$ cat config.mk
export PLATFORM = sky130hd
export DESIGN_NAME = rr_term_arbiter
export DESIGN_NICKNAME = d
export VERILOG_FILES = /design/src/rtl/rr_term_arbiter_pkg.sv /design/src/rtl/rr_term_arbiter_pick4.sv /design/src/rtl/rr_term_arbiter.sv
export SDC_FILE = /design/constraint.sdc
export NUM_CORES = 1
export LEC_CHECK = 0
export BUFFER_PORTS_ARGS = -buffer_cell sky130_fd_sc_hd__clkbuf_2
export CAP_MARGIN = 25
export CORE_MARGIN = 1.5
export CORE_UTILIZATION = 30
export CTS_CLUSTER_DIAMETER = 60
export CTS_CLUSTER_SIZE = 8
export DETAILED_ROUTE_END_ITERATION = 10
export GPL_TIMING_DRIVEN = 0
export PLACE_DENSITY = 0.58
export SLEW_MARGIN = 40
export SYNTH_ARGS = -nofsm -noshare
export SYNTH_HDL_FRONTEND = slang
export SYNTH_SLANG_ARGS = --single-unit
$ cat constraint.sdc
create_clock -name clk -period 2.5 [get_ports clk]
set_input_delay 0.5 -clock clk [delete_from_list [all_inputs] [get_ports clk]]
set_output_delay 0.5 -clock clk [all_outputs]
set_load 0.1 [all_outputs]
$ cat src/rtl/rr_term_arbiter_pkg.sv
// Shared types and constants for the terminal-side round-robin arbiter.
// The packet layout and port count here are common to the top and the pick logic.
package rr_term_arbiter_pkg;

    localparam int PCKG_SZ   = 40;
    localparam int NPORT     = 4;
    localparam int CNT_W_DEF = 16;

    // Destination id occupies the top byte of every packet.
    localparam int DEST_MSB  = PCKG_SZ - 1;
    localparam int DEST_LSB  = PCKG_SZ - 8;

    typedef logic [1:0] port_idx_t;

    function automatic logic [NPORT-1:0] port_onehot(input port_idx_t idx);
        port_onehot      = '0;
        port_onehot[idx] = 1'b1;
    endfunction

endpackage

$ cat src/rtl/rr_term_arbiter_pick4.sv
// Combinational 4-way round-robin pick: first requester at or after ptr_i, wrapping.
module rr_pick4
    import rr_term_arbiter_pkg::*;
(
    input  logic [NPORT-1:0] req_i,
    input  port_idx_t        ptr_i,
    output port_idx_t        win_o,
    output logic             vld_o
);

    port_idx_t cand;

    always_comb begin
        win_o = ptr_i;
        vld_o = 1'b0;
        cand  = ptr_i;
        for (int i = 0; i < NPORT; i++) begin
            // 2-bit addition wraps naturally past port 3.
            cand = ptr_i + port_idx_t'(i);
            if (!vld_o && req_i[cand]) begin
                vld_o = 1'b1;
                win_o = cand;
            end
        end
    end

endmodule

$ cat src/rtl/rr_term_arbiter.sv
// Round-robin arbiter draining four terminal emulators into one registered
// output slot; one pop per grant, one push per delivered packet.
module rr_term_arbiter
    import rr_term_arbiter_pkg::*;
#(
    parameter int pckg_sz = PCKG_SZ,
    parameter int CNT_W   = CNT_W_DEF
) (
    input  logic                          clk,
    input  logic                          rst,
    input  logic [NPORT-1:0]              pndng_i,
    input  logic [NPORT-1:0][pckg_sz-1:0] Data_out_i,
    input  logic                          stall,
    output port_idx_t                     Trn,
    output logic                          pop_i,
    output logic                          push_i,
    output logic [pckg_sz-1:0]            Data_in_i,
    output port_idx_t                     src_o,
    output logic [CNT_W-1:0]              fwd_cnt
);

    port_idx_t          ptr_q, ptr_d;
    logic               out_vld_q, out_vld_d;
    logic [pckg_sz-1:0] data_q, data_d;
    port_idx_t          src_q, src_d;
    logic               last_vld_q, last_vld_d;
    port_idx_t          last_port_q, last_port_d;
    logic [CNT_W-1:0]   cnt_q, cnt_d;

    logic [NPORT-1:0]   elig;
    logic               slot_free;
    logic               grant;
    port_idx_t          pick_win;
    logic               pick_vld;

    // The port popped last cycle still shows its stale pending flag; mask it.
    assign elig      = pndng_i & ~(last_vld_q ? port_onehot(last_port_q) : '0);
    assign push_i    = out_vld_q & ~stall;
    assign slot_free = ~out_vld_q | push_i;

    rr_pick4 u_pick (
        .req_i (elig),
        .ptr_i (ptr_q),
        .win_o (pick_win),
        .vld_o (pick_vld)
    );

    // Gated by reset so no emulator pops while the arbiter is held in reset.
    assign grant     = rst & slot_free & pick_vld;
    assign pop_i     = grant;
    assign Trn       = grant ? pick_win : ptr_q;
    assign Data_in_i = data_q;
    assign src_o     = src_q;
    assign fwd_cnt   = cnt_q;

    always_comb begin
        ptr_d       = ptr_q;
        out_vld_d   = out_vld_q;
        data_d      = data_q;
        src_d       = src_q;
        last_vld_d  = 1'b0;
        last_port_d = last_port_q;
        cnt_d       = cnt_q;

        if (push_i) begin
            out_vld_d = 1'b0;
            cnt_d     = cnt_q + 1'b1;
        end

        // A refill at the same edge as a push replaces the delivered packet.
        if (grant) begin
            data_d      = Data_out_i[pick_win];
            src_d       = pick_win;
            out_vld_d   = 1'b1;
            ptr_d       = pick_win + 2'd1;
            last_vld_d  = 1'b1;
            last_port_d = pick_win;
        end
    end

    always_ff @(posedge clk or negedge rst) begin
        if (!rst) begin
            ptr_q       <= '0;
            out_vld_q   <= 1'b0;
            data_q      <= '0;
            src_q       <= '0;
            last_vld_q  <= 1'b0;
            last_port_q <= '0;
            cnt_q       <= '0;
        end else begin
            ptr_q       <= ptr_d;
            out_vld_q   <= out_vld_d;
            data_q      <= data_d;
            src_q       <= src_d;
            last_vld_q  <= last_vld_d;
            last_port_q <= last_port_d;
            cnt_q       <= cnt_d;
        end
    end

endmodule

==> out/results.md <==
| Metric | This run | Unit |
|:---|:---|:---|
| Global-route met1 utilization | 22.47 | % |
| Detailed-route vias per instance | 4.968 | - |
| DR pass1 iterations | 7 | - |
| Root buffer cell | sky130_fd_sc_hd__clkbuf_16 | - |
| Initial Utilization | 31.13 | % |
| Unrepaired setup endpoints after global routing | yes | - |
| Clock slew at reported path FFs | 0.05 | ns |
| Overall power | 0.009093 | W |
| Residual DRC | 11 | - |
| Max rail drop VDD | 0.8383 | mV |
| Count of nets left with antenna violations after detail routing | 0 | - |
| Buffers and inverters on the worst path | 5 | - |
| Total via count after detailed routing | 3711 | - |
| Cells taking the most area after synthesis | sky130_fd_sc_hd__dfrtp_1, sky130_fd_sc_hd__mux2_2, sky130_fd_sc_hd__mux2i_1, sky130_fd_sc_hd__o22ai_1, sky130_fd_sc_hd__a21oi_1 | - |
| Final count of pins violating max slew | 0 | - |
| Sum of negative setup slack | -2.287 | ns |
| TritonCTS clock tree | done | - |
| Clock sink count | 62 | - |
| Worst Path Class, Setup | register to output pin | - |
| Antenna Diode Count | 0 | - |
| Worst Hold Slack | 0.1539 | ns |
| Placeable core region | 11560 | um2 |
| Worst stage delay on the critical path | 0.47 | ns |
| P_leak | 2.888 | nW |
| Initial detailed-routing violation count | 142 | - |
| Post-DR wirelength/cell | 16.16 | um |
| Warning count from the yosys run | 0 | - |
| Largest net degree at the start of global routing | 64 | - |
| Cells on worst reg2reg path | 8 | - |
| Maximum fanout along the worst path | 3 | - |
| Number of flip-flops and latches in the synthesized netlist | 62 | - |
| Total grt overflow | 0 | - |
| Die height | 112.5 | um |
| Total clock buffers created by CTS | 9 | - |
| Cell occurring most often along the worst timing path | sky130_fd_sc_hd__buf_12 | - |
| Global-route wire length before repair | 18870 | um |
| Top cell type by total area after synthesis | sky130_fd_sc_hd__dfrtp_1 | - |
| Via count of the first global-routing pass | 3842 | - |
| Clk buf depth | 2 | - |
| Fraction of the cycle the final worst path needs | 121.2 | % |
| Combined area of all synthesized cells | 3600 | um2 |
| Data required time at the worst endpoint | 2.00 | ns |
| Half-perimeter wire length after placement | 8899 | um |
| Dominant register cell in the synthesized netlist | sky130_fd_sc_hd__dfrtp_1 | - |
| Kind of cell adding the most delay to the critical path | compound AO/OA/AOI/OAI gates | - |
| Number of distinct library cells after synthesis | 40 | - |
| Most repeated cell in the gate-level netlist after synthesis | sky130_fd_sc_hd__dfrtp_1 | - |
| Synthesized area per cell | 10.46 | um2 |
| Cell Pwr Density | 1567 | nW/um2 |
| Max Fclk | 330.1 | MHz |
| Most used routing layer in global routing | met2 | - |
| Endpoint of the worst register-to-register path | Data_in_i[23] | - |
| Kind of capture point of the worst setup path | output pin | - |
| Area growth from synthesis to layout | 61.24 | % |
| Setup slack of the most critical reg-to-reg path | -0.09 | ns |
| Number of endpoints with negative hold slack in the final report | 0 | - |
| Post-synth top cells | sky130_fd_sc_hd__dfrtp_1, sky130_fd_sc_hd__a21oi_1, sky130_fd_sc_hd__mux2i_1 | - |
| Final routed wirelength across all metal layers | 12070 | um |
| Crit path arrival time | 2.53 | ns |
| Slew of the pin with the lowest slew margin | 0.5872 | ns |
| Placer's final routability congestion estimate | 0.8109 | - |
| Number of ports placed on the die boundary | 229 | - |
| Proportion of synthesized flip-flops having asynchronous set or reset | 100.0 | % |
| Met3 global-route usage | 5.184 | % |
| Ordered list of cells on the worst path | buf_6 -> buf_4 -> a21boi_1 -> o211a_1 -> a2111o_1 -> buf_12 -> buf_12 -> nor2_4 -> a21o_4 -> clkbuf_16 | - |
| Rows | 39 | - |
| Outcome | complete, but fails checks | - |
| Area share of the largest cell type after synthesis | 43.10 | % |
| Worst Skew | 0.008054 | ns |
| Crit path time final | 3.029 | ns |
| Insertion delay of the later-clocked pin in the worst-skew pair | 0.32 | ns |
| Max-Slew Margin vs Limit | 60.85 | % |
| Number of H-tree branching levels | 3 | - |
| Cell with the largest stage delay on the worst path | sky130_fd_sc_hd__dfrtp_4 | - |
| Crit Reg-Reg Startpoint | last_port_q[0] | - |
| Number of enable-type register cells in the synthesized netlist | 0 | - |
| Antenna violations before repair | 0 | - |
| Violated checks | design-rule violations, negative setup slack | - |
| Maxcap violations | 0 | - |
| Startpoint type of the worst setup path | register | - |
| Width of the die | 112.5 | um |
| Proportion of synthesized chip area in sequential cells | 43.10 | % |
| Final worst slack | -0.5292 | ns |
| Total GRT Usage | 18.84 | % |
| Share of cells above drive strength 1 | 58.44 | % |
| Setup Viol. Count Final | 43 | - |
| Count of nets after finishing | 769 | - |
| GR met2 Demand/Resource | 33.29 | % |
| Syn_nets | 512 | - |
| Floorplan die area | 12670 | um2 |
| Mapped Cells | 344 | - |
| Number of buffers inserted by port buffering | 227 | - |
| Worst min path class | input port to asynchronous set/reset pin | - |
-- cell families after synthesis --
logic type / share of synthesized area [%]
buf+inv: 3.754
mux: 24.89
xor+xnor: 3.893
fa+ha+maj: 0.3475
simple gates: 7.125
compound gates: 16.89
flops: 43.10
-- layout by cell type, fill, tap and decap left out, types with 5 or more instances in the layout --
cell type                   netlist  final
sky130_fd_sc_hd__clkbuf_2         0    227
sky130_fd_sc_hd__dfrtp_1         62     60
sky130_fd_sc_hd__a21oi_1         44     41
sky130_fd_sc_hd__mux2_2          39     40
sky130_fd_sc_hd__o22ai_1         39     35
sky130_fd_sc_hd__mux2i_1         40     32
sky130_fd_sc_hd__buf_4            0     15
sky130_fd_sc_hd__clkbuf_16        0     14
sky130_fd_sc_hd__nand2_1         15     13
sky130_fd_sc_hd__xnor2_1         11     11
sky130_fd_sc_hd__nor2_1          11      9
sky130_fd_sc_hd__buf_6            2      8
sky130_fd_sc_hd__buf_12           0      6
sky130_fd_sc_hd__mux2i_2          0      6
sky130_fd_sc_hd__buf_8            0      5
sky130_fd_sc_hd__nand3_1          6      5
sky130_fd_sc_hd__xor2_1           5      5
-- flip-flops by register name, indices dropped and copies added, names as in the netlist --
name	flops
ptr_q	2
last_vld_q	1
fwd_cnt	16
out_vld_q	1
last_port_q	2
Data_in_i	40
-- routing by layer --
layer / part of all wire [%] / vias up / routed length [um]
li1: - / 1792 / -
met1: 42 / 1764 / 5024
met2: 51 / 148 / 6125
met3: 6.8 / 7 / 825
met4: 0.81 / 0 / 98
met5: 0 / - / 0
-- worst register-to-register path: stages, from the launching register on --
cell                       delay, ns
sky130_fd_sc_hd__dfrtp_4        0.47
sky130_fd_sc_hd__buf_6          0.13
sky130_fd_sc_hd__buf_4          0.13
sky130_fd_sc_hd__a21boi_1       0.12
sky130_fd_sc_hd__o211a_1        0.27
sky130_fd_sc_hd__a2111o_1       0.42
sky130_fd_sc_hd__buf_4          0.23
sky130_fd_sc_hd__mux4_2         0.43
sky130_fd_sc_hd__mux2_2         0.27
-- what timing repair did --
action	4_1_cts	5_1_grt
setup buffers	11	8
hold buffers	0	0
resized for setup	50	44
pin swaps	5	26
gates cloned	0	2
endpoints found under the setup margin	42	43
-- power by group --
group | leakage, nW | switching, W | internal [W] | total, W
logic | 2.03 | 0.00433 | 0.00188 | 0.00621
registers | 0.720 | 0.000296 | 0.00141 | 0.00171
clock network | 0.137 | 0.000424 | 0.000753 | 0.00118
total | 2.89 | 0.00505 | 0.00405 | 0.00909
-- per-stage QoR --
| step | setup slack (ns) | utilization (%) | instances | instance area (um2) |
|---|---|---|---|---|
| 6_report | -0.5292 | 50.19 | 747 | 5804 |
| 4_1_cts | -0.5648 | 48.00 | 739 | 5552 |
| 5_1_grt | -0.6027 | 50.19 | 747 | 5804 |
| 2_1_floorplan | -0.3762 | - | 344 | 3656 |
| 3_3_place_gp | -1.666 | 42.98 | 714 | 4971 |
| 3_5_place_dp | -0.7531 | 43.06 | 714 | 4980 |
-- worst max-delay path by stage --
| stage | from | end | slack (ns) | cells past startpoint |
|---|---|---|---|---|
| after floorplan | last_port_q[0] | Trn[0] | -0.38 | 10 |
| after CTS | last_port_q[0] | Trn[0] | -0.56 | 11 |
| after detailed placement | rst | Trn[1] | -0.75 | 8 |
| after global routing | last_port_q[0] | Trn[0] | -0.60 | 10 |
| final | last_port_q[0] | Trn[0] | -0.53 | 10 |
| after global placement | rst | Trn[1] | -1.67 | 8 |
-- final cells by class --
class / instances / area [um2]
clock buffers: 9 / 225.2
fillers: 1072 / 5761
plain buffers: 24 / 274.0
inverters: 4 / 20.02
well taps: 143 / 178.9
clock inverters: 5 / 52.55
flip-flops and latches: 62 / 1559
multi-input cells: 253 / 2081
repair buffers: 247 / 1414
Note: power is estimated with default switching activity, not from simulation.
